$ cat config.mk
export PLATFORM = sky130hd
export DESIGN_NAME = key_conditioner
export DESIGN_NICKNAME = d
export VERILOG_FILES = /design/src/rtl/key_conditioner.sv
export SDC_FILE = /design/constraint.sdc
export NUM_CORES = 1
export LEC_CHECK = 0
export BUFFER_PORTS_ARGS = -buffer_cell sky130_fd_sc_hd__buf_2
export CORE_MARGIN = 2
export CORE_UTILIZATION = 60
export DETAILED_ROUTE_END_ITERATION = 16
export GPL_ROUTABILITY_DRIVEN = 0
export PLACE_DENSITY = 0.76
export REMOVE_ABC_BUFFERS = 1
export SLEW_MARGIN = 10
export SYNTH_ARGS = -nofsm -noshare
export SYNTH_HDL_FRONTEND = slang
export SYNTH_SLANG_ARGS = --single-unit
$ cat constraint.sdc
create_clock -name clk -period 4.53 [get_ports clk]
set_clock_uncertainty 0.05 [all_clocks]
set_input_delay 0.453 -clock clk [delete_from_list [all_inputs] [get_ports clk]]
set_output_delay 0.453 -clock clk [all_outputs]
set_load 0.03 [all_outputs]
$ cat src/rtl/key_conditioner.sv
// Pushbutton conditioner: synchroniser, stable-count debouncer,
// press/release strobes and auto-repeat, one independent lane per key.
module key_conditioner #(
  parameter int NUM_KEYS        = 2,
  parameter int DEBOUNCE_CYCLES = 1000000,
  parameter int REPEAT_DELAY    = 25000000,
  parameter int REPEAT_RATE     = 5000000
) (
  input  logic                clk,
  input  logic                reset_n,
  input  logic [NUM_KEYS-1:0] key_n_in,
  output logic [NUM_KEYS-1:0] key_level,
  output logic [NUM_KEYS-1:0] key_press,
  output logic [NUM_KEYS-1:0] key_release,
  output logic [NUM_KEYS-1:0] key_repeat
);

  localparam int CW   = $clog2(DEBOUNCE_CYCLES + 1);
  localparam int RMAX = (REPEAT_DELAY > REPEAT_RATE) ?
                        REPEAT_DELAY : REPEAT_RATE;
  localparam int RW   = $clog2(RMAX + 1);

  localparam logic [CW-1:0] CNT_LAST = CW'(DEBOUNCE_CYCLES - 1);
  localparam logic [RW-1:0] R_DLY    = RW'(REPEAT_DELAY);
  localparam logic [RW-1:0] R_RATE   = RW'(REPEAT_RATE);
  localparam bit            RPT_ON   = (REPEAT_DELAY > 0);

  typedef enum logic [1:0] {
    IDLE,
    DELAY,
    REPEAT
  } rstate_t;

  logic [NUM_KEYS-1:0] s1;
  logic [NUM_KEYS-1:0] s2;

  always_ff @(posedge clk or negedge reset_n) begin
    if (!reset_n) begin
      s1 <= '1;
      s2 <= '1;
    end else begin
      s1 <= key_n_in;
      s2 <= s1;
    end
  end

  for (genvar k = 0; k < NUM_KEYS; k++) begin : g_key
    logic          raw;
    logic          level;
    logic          level_next;
    logic          press;
    logic          rel;
    logic          rep;
    logic          rise;
    logic          fall;
    logic          rep_hit;
    logic [CW-1:0] cnt;
    logic [CW-1:0] cnt_next;
    rstate_t       state;
    rstate_t       state_next;
    logic [RW-1:0] rcnt;
    logic [RW-1:0] rcnt_next;
    logic [RW-1:0] rcnt_inc;

    assign raw = ~s2[k];

    always_comb begin
      cnt_next   = '0;
      level_next = level;
      if (raw != level) begin
        if (cnt == CNT_LAST) level_next = raw;
        else                 cnt_next   = cnt + 1'b1;
      end
    end

    assign rise     = level_next & ~level;
    assign fall     = ~level_next & level;
    assign rcnt_inc = rcnt + 1'b1;

    // Strobe fires on the edge where the counter reaches its target,
    // so the repeat lands exactly DELAY/RATE cycles after its predecessor.
    always_comb begin
      rep_hit = 1'b0;
      unique case (state)
        DELAY:   rep_hit = level_next && (rcnt_inc == R_DLY);
        REPEAT:  rep_hit = level_next && (rcnt_inc == R_RATE);
        default: rep_hit = 1'b0;
      endcase
    end

    always_comb begin
      state_next = state;
      rcnt_next  = rcnt;
      if (!level_next) begin
        state_next = IDLE;
        rcnt_next  = '0;
      end else begin
        unique case (state)
          IDLE: begin
            if (rise) begin
              rcnt_next  = '0;
              state_next = RPT_ON ? DELAY : IDLE;
            end
          end
          DELAY: begin
            if (rep_hit) begin
              state_next = REPEAT;
              rcnt_next  = '0;
            end else begin
              rcnt_next = rcnt_inc;
            end
          end
          REPEAT: rcnt_next = rep_hit ? '0 : rcnt_inc;
          default: begin
            state_next = IDLE;
            rcnt_next  = '0;
          end
        endcase
      end
    end

    always_ff @(posedge clk or negedge reset_n) begin
      if (!reset_n) begin
        cnt   <= '0;
        level <= 1'b0;
        press <= 1'b0;
        rel   <= 1'b0;
        rep   <= 1'b0;
        state <= IDLE;
        rcnt  <= '0;
      end else begin
        cnt   <= cnt_next;
        level <= level_next;
        press <= rise;
        rel   <= fall;
        rep   <= rep_hit;
        state <= state_next;
        rcnt  <= rcnt_next;
      end
    end

    assign key_level[k]   = level;
    assign key_press[k]   = press;
    assign key_release[k] = rel;
    assign key_repeat[k]  = rep;
  end

endmodule

-- Word level (Yosys, flattened, before mapping)
Cells that the tools add are included.
- register bits: 106
- bits in latches: 0
- RAM bits: 0
- ROM bits: 0
- input port bits: 4
- memories kept: 0
- add/sub/neg operators: 4
- multiply operators: 0
- div/mod/pow operators: 0
- magnitude comparators: 0
- equal/unequal tests: 18
- shift operators: 0
- multiplexer cells: 26
- bitwise gates (word level): 10
- reductions and logical operators: 10
- operator list (operator ; number):
    $mux W25 ; 6
    $pmux W25 S2 ; 2
    $mux W20 ; 4
    $add A25 B1 Y25 const B ; 2
    $eq A25 B23 Y1 const B ; 2
    $eq A25 B25 Y1 const B ; 2
    $add A20 B1 Y20 const B ; 2
    $eq A20 B20 Y1 const B ; 2
    $mux W2 ; 6
    $ne A3 B3 Y1 const B ; 4
    $pmux W2 S3 ; 2
    $not A1 Y1 ; 6
    $reduce_and A3 Y1 ; 2
    $and A1 B1 Y1 ; 4
    $eq A2 B1 Y1 const B ; 2
    $eq A2 B2 Y1 const B ; 2
    $logic_and A1 B1 Y1 ; 4
    $logic_not A2 Y1 ; 2
    $mux W1 ; 4
    $ne A2 B2 Y1 const B ; 2
    $pmux W1 S2 ; 2
    $reduce_or A2 Y1 ; 2
    $ne A1 B1 Y1 ; 2

-- Longest topological paths before layout
Gate-level depths: netlist (run 1).
- word-level depth: 8
- depth in mapped cells: 13

-- Worst setup path after synthesis (run 1)
Ideal clock, no wire load.
- path type: register to register
- from: reg g_key[0].rcnt[0]
- to: reg g_key[0].rcnt[13]
- setup time: 126 ps
- data arrival time: 3193 ps
- required time: 4354 ps
- slack: 1161 ps
- stages on the path, launching flop included: 13
- buffers on the path: 2
- path through: dfrtp_1 ha_1 and4_1 buf_2 nand4_1 or3_1 and2_1 or4_4 a2111oi_4 nand2b_1 buf_4 nor3b_1 a221o_1
- word-level cells in the longest chain between the ends: 7
- elaborated cells between the ends (all ways): 9
- RTL lines (item ; line ; text):
    start: declaration ; 61 ; logic [RW-1:0] rcnt;
    start signal: assignment ; 138 ; rcnt <= rcnt_next;
    $add A25 B1 Y25 (*) ; 78 ; assign rcnt_inc = rcnt + 1'b1;
    $eq A25 B23 Y1 or $eq A25 B25 Y1 (tied branches) ; 86, 85 ;
    $logic_and A1 B1 Y1, on equally long branches ; 86, 85 ;
    $pmux W1 S2 ; 84 ; unique case (state)
    $mux W25 (*) ; 106, 113 ;
    $pmux W25 S2 (*) ; 98 ; unique case (state)
    $mux W25 (*) ; 94 ; if (!level_next) begin
Every way passes the cells marked *; elsewhere a longest branch is shown, timed or not.
A chain may end at the register's enable or synchronous reset.

-- Worst setup path in the final report (run 1)
- from: reg g_key[1].rcnt[0]
- to: reg g_key[1].rcnt[12]
- word-level cells in the longest chain between the ends: 7
- elaborated cells between the ends (all ways): 9
- RTL lines (item ; line):
    start: declaration ; 61
    start signal: assignment ; 138
    $add A25 B1 Y25 (*) ; 78
    $eq A25 B23 Y1 or $eq A25 B25 Y1 (tied branches) ; 86, 85
    $logic_and A1 B1 Y1, on equally long branches ; 86, 85
    $pmux W1 S2 ; 84
    $mux W25 (*) ; 106, 113
    $pmux W25 S2 (*) ; 98
    $mux W25 (*) ; 94
Marked as above.

==> results of run 1 <==
synth_stat cells, drive strengths merged (3+ instances only):
cell and n:
or4b 5, inv 25, or4 7, a211o 3, a21oi 28, dfrtp 102, a31oi 8, nor2b 3
clkbuf 21, xnor2 26, or3 13, nor3b 5, a211oi 7, nand3b 4, o21ai 31, xor2 19
buf 30, o211ai 7, and2 11, o31ai 6, nand2 73, a2111oi 3, nand4 30, ha 12
dfstp 4, and4b 3, nand3 60, nor4b 5, o21a 3, a22o 3, nand2b 6, and3 29
nor4 15, a221o 12, nor2 84, nor3 27, and4 10
power by group through the flow:
stage | Combinational [W] | Sequential [W] | Clock, W
6_report | 0.0000333 | 0.000959 | 0.000628
5_1_grt | 0.0000394 | 0.000960 | 0.000680
4_1_cts | 0.0000352 | 0.000959 | 0.000640
3_5_place_dp | 0.0000349 | 0.000977 | 0
3_3_place_gp | 0.0000335 | 0.000977 | 0
2_1_floorplan | 0.0000105 | 0.000976 | 0
routing by layer:
metal,share of wire (%),vias to the layer above,routed length [um],global-route usage [%]
met2,49,194,7390,45.5
met4,3.0,0,448,12.9
met5,0,-,0,0
li1,-,2738,-,-
met1,42,2764,6440,34.7
met3,5.8,47,883,5.62
through the flow:
step,cells,instance area [um^2]
after floorplan,717,6370
after global routing,889,6850
after global placement,873,6640
final,889,6850
after detailed placement,873,6640
after CTS,889,6850
placed cells by master, fill, tap and decap left out, drive strengths merged, types with 7 or more instances in the layout:
cell type | Yosys | routed
dfrtp | 102 | 102
nor2 | 84 | 84
nand2 | 73 | 73
nand3 | 60 | 60
o21ai | 31 | 31
nand4 | 30 | 30
and3 | 29 | 29
a21oi | 28 | 28
nor3 | 27 | 27
inv | 25 | 27
xnor2 | 26 | 26
xor2 | 19 | 19
buf | 30 | 16
nor4 | 15 | 15
or3 | 13 | 13
a221o | 12 | 12
ha | 12 | 12
and2 | 11 | 11
and4 | 10 | 10
clkbuf | 21 | 10
a31oi | 8 | 8
o211ai | 7 | 7
a211oi | 7 | 7
or4 | 7 | 7
worst paths after layout:
check | endpoint | slack [ns] | cells after the start
max | g_key[1].rcnt[12]$_DFFE_PN0P_ | 0.44 | 10
min | s1[1]$_DFF_PN1_ | 0.10 | 1
max reg2reg | g_key[1].rcnt[12]$_DFFE_PN0P_ | 0.44 | 10
min reg2reg | s2[0]$_DFF_PN1_ | 0.30 | 0
max in group asynchronous | g_key[1].rcnt[18]$_DFFE_PN0P_ | 3.36 | 2
min in group asynchronous | g_key[1].cnt[5]$_DFF_PN0_ | 0.17 | 1
state kept, by name, summed over array words and instances (netlist names):
| signal | flops |
|---|---|
| g_key.cnt | 40 |
| g_key.level | 2 |
| g_key.press | 2 |
| g_key.rcnt | 50 |
| g_key.rel | 2 |
| g_key.rep | 2 |
| g_key.state | 4 |
| s1 | 2 |
| s2 | 2 |
cell families after synthesis:
family | count (synthesis) | share of synthesized area (%)
AOI/OAI and AO/OA | 130 | 13.7
xor gates and xnor gates | 45 | 5.95
and+or+nand+nor | 396 | 32.3
DFF | 106 | 40.1
muxes | 3 | 0.472
adders and majority gates | 12 | 2.27
buffers and inverters | 76 | 5.23
layout make-up:
class | count | area [um^2]
clock buffers | 10 | 138
multi-input cells | 586 | 3620
clock inverters | 6 | 72.6
flip-flops and latches | 106 | 2660
inverters | 25 | 93.8
fillers | 895 | 3940
well taps | 140 | 175
repair buffers | 16 | 95.1
==> flow_summary.toml, run 1 <==
[synth]
netlist_area_um2 = 6630
ys_types = 69
syn_inst = 768
yosysSeqAreaShare_pct = 40.1
synth_top_cell_by_area = "dfrtp_1"
async_reset_ff_share_pct = 100
ys_ff_latch = 106
synth_edf_count = 0
ys_top_cells_by_area = "dfrtp_1, nor2_1, nand3_1, nand2_1, xnor2_1"
yosysTopAreaCellShare_pct = 38.5
yosysWarnings = 0
synth-main-ff-cell = "dfrtp_1"
syn_avg_cell_area_um2 = 8.63

[floorplanning]
core_area_um2 = 10800
die_h_um = 109
io-pin-count = 12
initial_utilization_pct = 61.4
die_x_um = 109
num_rows = 38
dieArea_um2 = 11900

[hold_path]
hp-class = "in2reg"
hp-start = "key_n_in[1]"

[worst_setup_path]
crit_arrival_ns = 4.32
path_cells = "ha_1 -> nand4_1 -> nor4_1 -> a31oi_1 -> o32a_1 -> or4b_2 -> nor4b_1 -> and3_1 -> nor2_1 -> a221o_1"
required_ns = 4.76
critical_path_buf_inv_count = 0
cp-startpoint = "g_key[1].rcnt[0]$_DFFE_PN0P_"
start_kind = "flop"
cp_top_family = "simple AND/OR/NAND/NOR gates"
critical_path_class = "reg2reg"
critPathMaxFanout = 13
r2r-start = "g_key[1].rcnt[0]$_DFFE_PN0P_"
cp-end-kind = "flop"
crit_path_max_incr_delay_ns = 0.63
slowest_stage = "or4b_2"

[power]
p_comb_share_pct = 2.1
leakage_nw = 2.73
switchingPower_w = 0.000382
share_seq_of_total_power_pct = 59.2
clkPwrFrac_pct = 38.7
p_int_w = 0.00124
switching_share_pct = 23.6
pwr_density_cell_nw_per_um2 = 236
finalPower_w = 0.00162
ir_drop_v = 0.000295

[clocking]
clock_path_buffers = 2
htree_levels = 3
clkTransAtPathRegs_ns = 0.11
clock_latency_ns = 0.39
clock-root-buffer = "clkbuf_8"
cts_setup_buffers = 0
cts_buffers = 9
hold_buffers = 0
cts_num_sinks = 106
cts_tree = "built"
ctsResizeCount = 0

[detailed_routing]
drt.antenna.violating_nets = 0
drt-initial-drc-count = 462
drc_errors = 0
drtPass1Iterations = 5
vias = 5743
vias_per_cell = 6.46
routed_wl_um = 15200
routedWlPerCell_um = 17.1

[placed_design]
port_buffers = 11
dp_hpwl_um = 10600
dp_worst_setup_slack_ns = 0.548

[global_routing]
grtUsageTotal_pct = 27.6
grt_antenna_before_repair = 0
grt_pass1_vias = 5537
grt_max_degree = 82
gr-total-overflow = 0
grt_pass1_wl_um = 26200

[sta]
period_needed_ns = 4.09
hold_viol = 0
rsz0062_at_grt = "false"
setup_slack_ns = 0.441
fin_crit_sh_pct = 90.3
setup_viol = 0
final.setup.tns_ns = 0
worst_hold_slack_ns = 0.103
tightest_slew_ns = 0.975
relSlewSlack_pct = 35.0
slew_violations = 0
max_freq_mhz = 245

[finish]
fin_util_pct = 63.5
drive_above_1_share_pct = 7.61
final_nets = 760
area_growth_syn_to_layout_pct = 3.44
n_antenna_cell = 0

[run_status]
status = "finished clean"

[run]
maxCapViolations = 0
(Power assumes the default switching activity.)
==> inputs of run 2 (changes only) <==
--- a/config.mk
+++ b/config.mk
@@ -5,6 +5,7 @@
 export SDC_FILE = /design/constraint.sdc
 export NUM_CORES = 1
 export LEC_CHECK = 0
+export ABC_AREA = 1
 export BUFFER_PORTS_ARGS = -buffer_cell sky130_fd_sc_hd__buf_2
 export CORE_MARGIN = 2
 export CORE_UTILIZATION = 60
==> flow_summary.toml, run 2 <==
[run_status]
status = "finished clean"

[worst_setup_path]
r2r_end = "g_key[1].rcnt[0]$_DFFE_PN0P_"
cp.depth = 12
critical_path_class = "reg2reg"
crit_arrival_ns = 3.40
cp-end-kind = "flop"
crit_path_max_incr_delay_ns = 0.69
critical_path_buf_inv_count = 2
cp_top_family = "simple AND/OR/NAND/NOR gates"
critPathMaxFanout = 22
rrSetupSlack_ns = 1.35
required_ns = 4.75
cp-startpoint = "g_key[1].cnt[0]$_DFF_PN0_"
slowest_stage = "nor3_2"
critPathCapture = "g_key[1].rcnt[0]$_DFFE_PN0P_"
path_cells = "ha_1 -> nand3_1 -> nor2_1 -> nand4_1 -> nand2_1 -> inv_1 -> nand2_1 -> nor2_1 -> buf_4 -> nor3_2 -> nand2_2 -> o21ai_0"
reg2reg_depth = 12
r2r-start = "g_key[1].cnt[0]$_DFF_PN0_"
start_kind = "flop"

[run]
maxCapViolations = 0

[synth]
netlist_area_um2 = 6840
synth_edf_count = 0
synth-main-ff-cell = "dfrtp_1"
syn_inst = 969
synth_top_cell_by_area = "dfrtp_1"
ys_top_cells_by_area = "dfrtp_1, nand2_1, nor2_1, inv_1, nand3_1"
yosysMostFrequentCell = "nand2_1"
yosysSeqAreaShare_pct = 38.9
ys_types = 43
ys_ff_latch = 106
synthAdderAreaFrac_pct = 2.20
yosysTopAreaCellShare_pct = 37.3
async_reset_ff_share_pct = 100
syn_avg_cell_area_um2 = 7.06
synth_common_cells = "nand2_1, nor2_1, inv_1, dfrtp_1, nand3_1"
synth_compound_area_share_pct = 6.71
synthSimpleGateAreaFrac_pct = 40.0
synth_xor_area_share_pct = 2.91
synth_top_family_by_area = "simple AND/OR/NAND/NOR gates"
yosysWarnings = 0
synth_mux_area_share_pct = 0

[sta]
rsz0062_at_grt = "false"
slew_violations = 0
hold_viol = 0
setup_viol = 0
fin_crit_sh_pct = 70.2
relSlewSlack_pct = 40.5
tightest_slew_ns = 0.888
period_needed_ns = 3.18
worst_hold_slack_ns = 0.0657
final.setup.tns_ns = 0
max_freq_mhz = 314

[power]
p_comb_share_pct = 2.2
clkPwrFrac_pct = 43.1
share_seq_of_total_power_pct = 54.7
pwr_density_cell_nw_per_um2 = 243
switchingPower_w = 0.000412
switching_share_pct = 23.5
ir_drop_v = 0.000358
leakage_nw = 3.35
p_int_w = 0.00134

[floorplanning]
io-pin-count = 12
core_area_um2 = 11000
dieArea_um2 = 12300
initial_utilization_pct = 62.3
die_h_um = 111
num_rows = 38
die_x_um = 111

[finish]
n_antenna_cell = 0
drive_above_1_share_pct = 9.20
reg_top3 = "g_key.rcnt: 50 flops, g_key.cnt: 40 flops, g_key.state: 4 flops"
layout_common_cells = "nand2_1, nor2_1, inv_1"
largest_reg_flops = 50
area_growth_syn_to_layout_pct = 5.49
final_nets = 990
mostFrequentLayoutCell = "nand2_1"
top_register = "g_key.rcnt"

[detailed_routing]
drt.antenna.violating_nets = 0
routed_wl_um = 14600
drtPass1Iterations = 5
drc_errors = 0
vias_per_cell = 5.29
drt-initial-drc-count = 487
routedWlPerCell_um = 13.1
vias = 5913

[global_routing]
gr-total-overflow = 0
grtUsageTotal_pct = 24.8
grt_pass1_vias = 5422
grt_max_degree = 50
grt_pass1_wl_um = 25100
grt_antenna_before_repair = 0

[placed_design]
dp_hpwl_um = 10800
port_buffers = 11

[clocking]
clock_latency_ns = 0.36
cts_setup_buffers = 0
hold_buffers = 0
cts_num_sinks = 106
clock_path_buffers = 2
ctsResizeCount = 0
cts_tree = "built"
htree_levels = 3
clkTransAtPathRegs_ns = 0.07
cts_buffers = 9
clock-root-buffer = "clkbuf_16"

[hold_path]
hp-class = "in2async"
[run 2: area by class of cell]
type / instances / area, um^2
Tap cell: 140 / 175
Multi-Input combinational cell: 716 / 3550
Fill cell: 973 / 3770
Clock buffer: 9 / 225
Inverter: 126 / 473
Sequential cell: 106 / 2660
Clock inverter: 6 / 50.0
Timing Repair Buffer: 15 / 87.6
[run 2: worst reg2reg max path: cells and delay by family, from the launching register on]
kind,cells,cell delay [ns]
buf+inv,2,0.32
compound gates,1,0.29
flops,1,0.37
fa+ha+maj,1,0.21
simple gates,8,1.84
[run 2: stage by stage]
step / total power, W / instances / cell area [um^2] / worst slack, ns / util [%]
2_1_floorplan: 0.000989 / 948 / 6670 / 1.69 / -
3_3_place_gp: 0.00102 / 1103 / 6930 / 0.847 / 63.1
3_5_place_dp: 0.00102 / 1103 / 6940 / 1.42 / 63.2
4_1_cts: 0.00177 / 1118 / 7210 / 1.39 / 65.7
5_1_grt: 0.00181 / 1118 / 7210 / 1.01 / 65.7
6_report: 0.00175 / 1118 / 7210 / 1.35 / 65.7
[run 2: power groups by stage]
stage          clock network, W  registers, W  logic (W)
2_1_floorplan                 0      0.000975  0.0000139
3_3_place_gp                  0      0.000976  0.0000406
3_5_place_dp                  0      0.000976  0.0000405
4_1_cts                0.000772      0.000958  0.0000406
5_1_grt                0.000804      0.000958  0.0000467
6_report               0.000756      0.000958  0.0000384
[run 2: worst min-delay path by stage]
stage,from,endpoint
2_1_floorplan,reset_n,g_key[0].cnt[0]$_DFF_PN0_
3_3_place_gp,s1[1]$_DFF_PN1_,s2[1]$_DFF_PN1_
3_5_place_dp,s1[1]$_DFF_PN1_,s2[1]$_DFF_PN1_
4_1_cts,reset_n,g_key[1].rcnt[18]$_DFFE_PN0P_
5_1_grt,reset_n,g_key[1].rcnt[13]$_DFFE_PN0P_
6_report,reset_n,g_key[1].rcnt[11]$_DFFE_PN0P_
[run 2: cells by family (layout without fill, tap and decap cells)]
| kind of cell | count (synthesis) | count (layout) |
|---|---|---|
| and+or+nand+nor | 606 | 606 |
| buffers and inverters | 147 | 156 |
| DFF | 106 | 106 |
| AOI/OAI and AO/OA | 77 | 77 |
| xor gates and xnor gates | 21 | 21 |
| adders and majority gates | 12 | 12 |
[run 2: routing by layer]
metal / global-route usage, % / part of all wire, % / vias to the layer above / routed length [um]
met3: 5.41 / 4.3 / 12 / 621
met5: 0 / 0 / - / 0
met4: 5.75 / 1.1 / 0 / 163
met2: 38.7 / 46 / 111 / 6650
li1: - / - / 3099 / -
met1: 35.7 / 49 / 2691 / 7160
==> inputs of run 3 (changes only) <==
--- a/config.mk
+++ b/config.mk
@@ -8,7 +8,7 @@
 export ABC_AREA = 1
 export BUFFER_PORTS_ARGS = -buffer_cell sky130_fd_sc_hd__buf_2
 export CORE_MARGIN = 2
-export CORE_UTILIZATION = 60
+export CORE_UTILIZATION = 58
 export DETAILED_ROUTE_END_ITERATION = 16
 export GPL_ROUTABILITY_DRIVEN = 0
 export PLACE_DENSITY = 0.76
==> constraint.sdc (replaced) <==
create_clock -name clk -period 2.55 [get_ports clk]
set_clock_uncertainty 0.05 [all_clocks]
set_input_delay 0.255 -clock clk [delete_from_list [all_inputs] [get_ports clk]]
set_output_delay 0.255 -clock clk [all_outputs]
set_load 0.03 [all_outputs]
==> flow_summary.toml, run 3 (same netlist as run 2, synthesis figures left out) <==
[global_routing]
gr-total-overflow = 0
grt_pass1_wl_um = 25700
grt_max_degree = 47
grt_pass1_vias = 5561
grt_antenna_before_repair = 0
grtUsageTotal_pct = 24.8

[clocking]
htree_levels = 3
clock_latency_ns = 0.36
clock_path_buffers = 2
clock-root-buffer = "clkbuf_16"
cts_tree = "built"
clkTransAtPathRegs_ns = 0.07
cts_buffers = 9
cts_num_sinks = 106

[sta]
period_needed_ns = 2.36
setup_viol = 0
fin_crit_sh_pct = 92.7
max_freq_mhz = 423
tightest_slew_ns = 0.612
setup_slack_ns = 0.187
slew_violations = 0
hold_viol = 0
final.setup.tns_ns = 0
relSlewSlack_pct = 59.2

[detailed_routing]
routedWlPerCell_um = 13.6
drtPass1Iterations = 6
drc_errors = 0
vias_per_cell = 5.33
routed_wl_um = 15400
drt-initial-drc-count = 464
drt.antenna.violating_nets = 0
vias = 6065

[run]
maxCapViolations = 0

[worst_setup_path]
slowest_stage = "dfrtp_1"
required_ns = 2.74
r2r-start = "g_key[0].rcnt[1]$_DFFE_PN0P_"
critPathMaxFanout = 9
cp-end-kind = "flop"
rrSetupSlack_ns = 0.19
path_cells = "ha_1 -> nand2_2 -> nor2_4 -> nand2_2 -> nor2_2 -> nand2_1 -> o21ai_1 -> nand2_1 -> nor2_1 -> nand2_1 -> nand2_2 -> nand3_4 -> nand4_1 -> nand2_1"
crit_arrival_ns = 2.55
cp-startpoint = "g_key[0].rcnt[1]$_DFFE_PN0P_"
crit_path_max_incr_delay_ns = 0.41
critical_path_class = "reg2reg"
cpMostUsedCell = "nand2_1"
start_kind = "flop"

[power]
switchingPower_w = 0.000755
ir_drop_v = 0.000664
p_comb_share_pct = 2.4
switching_share_pct = 22.5
p_int_w = 0.00260
share_seq_of_total_power_pct = 50.7
clkPwrFrac_pct = 46.9
leakage_nw = 3.44
pwr_density_cell_nw_per_um2 = 450

[placed_design]
dp_worst_setup_slack_ns = 0.147
dp_hpwl_um = 10900
port_buffers = 11

[finish]
mostFrequentLayoutCell = "nand2_1"
drive_above_1_share_pct = 11.2
layout_common_cells = "nand2_1, nor2_1, inv_1"
final_nets = 1005
n_antenna_cell = 0
reg_top3 = "g_key.rcnt: 50 flops, g_key.cnt: 40 flops, g_key.state: 4 flops"
largest_reg_flops = 50
ff_latch_area_um2 = 2660
multi_input_area_um2 = 3590
fill_cells = 1007
area_growth_syn_to_layout_pct = 9.11
top_register = "g_key.rcnt"

[floorplanning]
num_rows = 39
io-pin-count = 12
die_x_um = 113
core_area_um2 = 11500
die_h_um = 113
dieArea_um2 = 12700
initial_utilization_pct = 59.6

[run_status]
status = "finished clean"

[hold_path]
hp-class = "reg2reg"
hp-start = "s1[1]$_DFF_PN1_"
==> run 3: layer usage <==
metal	vias to the layer above	GRT usage, %	part of all wire, %
met2	123	39.4	47
li1	3133	-	-
met5	-	0	0
met4	0	6.02	1.6
met1	2791	35.5	47
met3	18	4.59	4.1
==> run 3: layout make-up <==
class | count | share of cell area [%]
Multi-Input combinational cell | 717 | 48.1
Clock buffer | 9 | 3.02
Timing Repair Buffer | 29 | 3.03
Clock inverter | 7 | 1.44
Inverter | 126 | 6.34
Sequential cell | 106 | 35.6
Tap cell | 143 | 2.40
==> run 3: power groups by stage <==
stage          Combinational, W  Sequential, W  Clock [W]
3_3_place_gp          0.0000781        0.00173          0
3_5_place_dp          0.0000794        0.00173          0
2_1_floorplan         0.0000246        0.00173          0
6_report              0.0000803        0.00170    0.00157
5_1_grt               0.0000928        0.00170    0.00167
4_1_cts               0.0000832        0.00170    0.00160
==> run 3: stage by stage <==
stage	hold slack (ns)	total power, W	cells	util [%]	instance area (um^2)
after global placement	0.258	0.00181	1114	61.2	7020
after CTS	0.313	0.00339	1133	64.4	7390
after detailed placement	0.263	0.00181	1114	61.2	7020
after global routing	0.316	0.00347	1137	65.1	7460
final	0.310	0.00335	1137	65.1	7460
after floorplan	-0.0906	0.00176	948	-	6670
==> run 3: timing repair <==
| action | in CTS | in global routing |
|---|---|---|
| setup endpoints to repair | 0 | 43 |
| gates resized for setup | 0 | 12 |
| setup buffers | 0 | 2 |
| endpoints found under the hold margin | 43 | 0 |
| hold buffers | 3 | 0 |
==> run 3: worst max-delay path: cells and delay by family, from the launching register on <==
kind,cells,cell delay (ns)
AND/OR/NAND/NOR,12,1.44
adder cells (fa/ha/maj),1,0.23
AO/OA/AOI/OAI,1,0.12
flip-flops,1,0.41
==> run 3: path summary, 6_finish.rpt <==
| path | to | depth (start not counted) |
|---|---|---|
| max | g_key[0].rcnt[6]$_DFFE_PN0P_ | 14 |
| max reg2reg | g_key[0].rcnt[6]$_DFFE_PN0P_ | 14 |
| max in group asynchronous | s2[0]$_DFF_PN1_ | 3 |
| min | s2[1]$_DFF_PN1_ | 0 |
| min in group asynchronous | g_key[0].cnt[9]$_DFF_PN0_ | 2 |
| min reg2reg | s2[1]$_DFF_PN1_ | 0 |
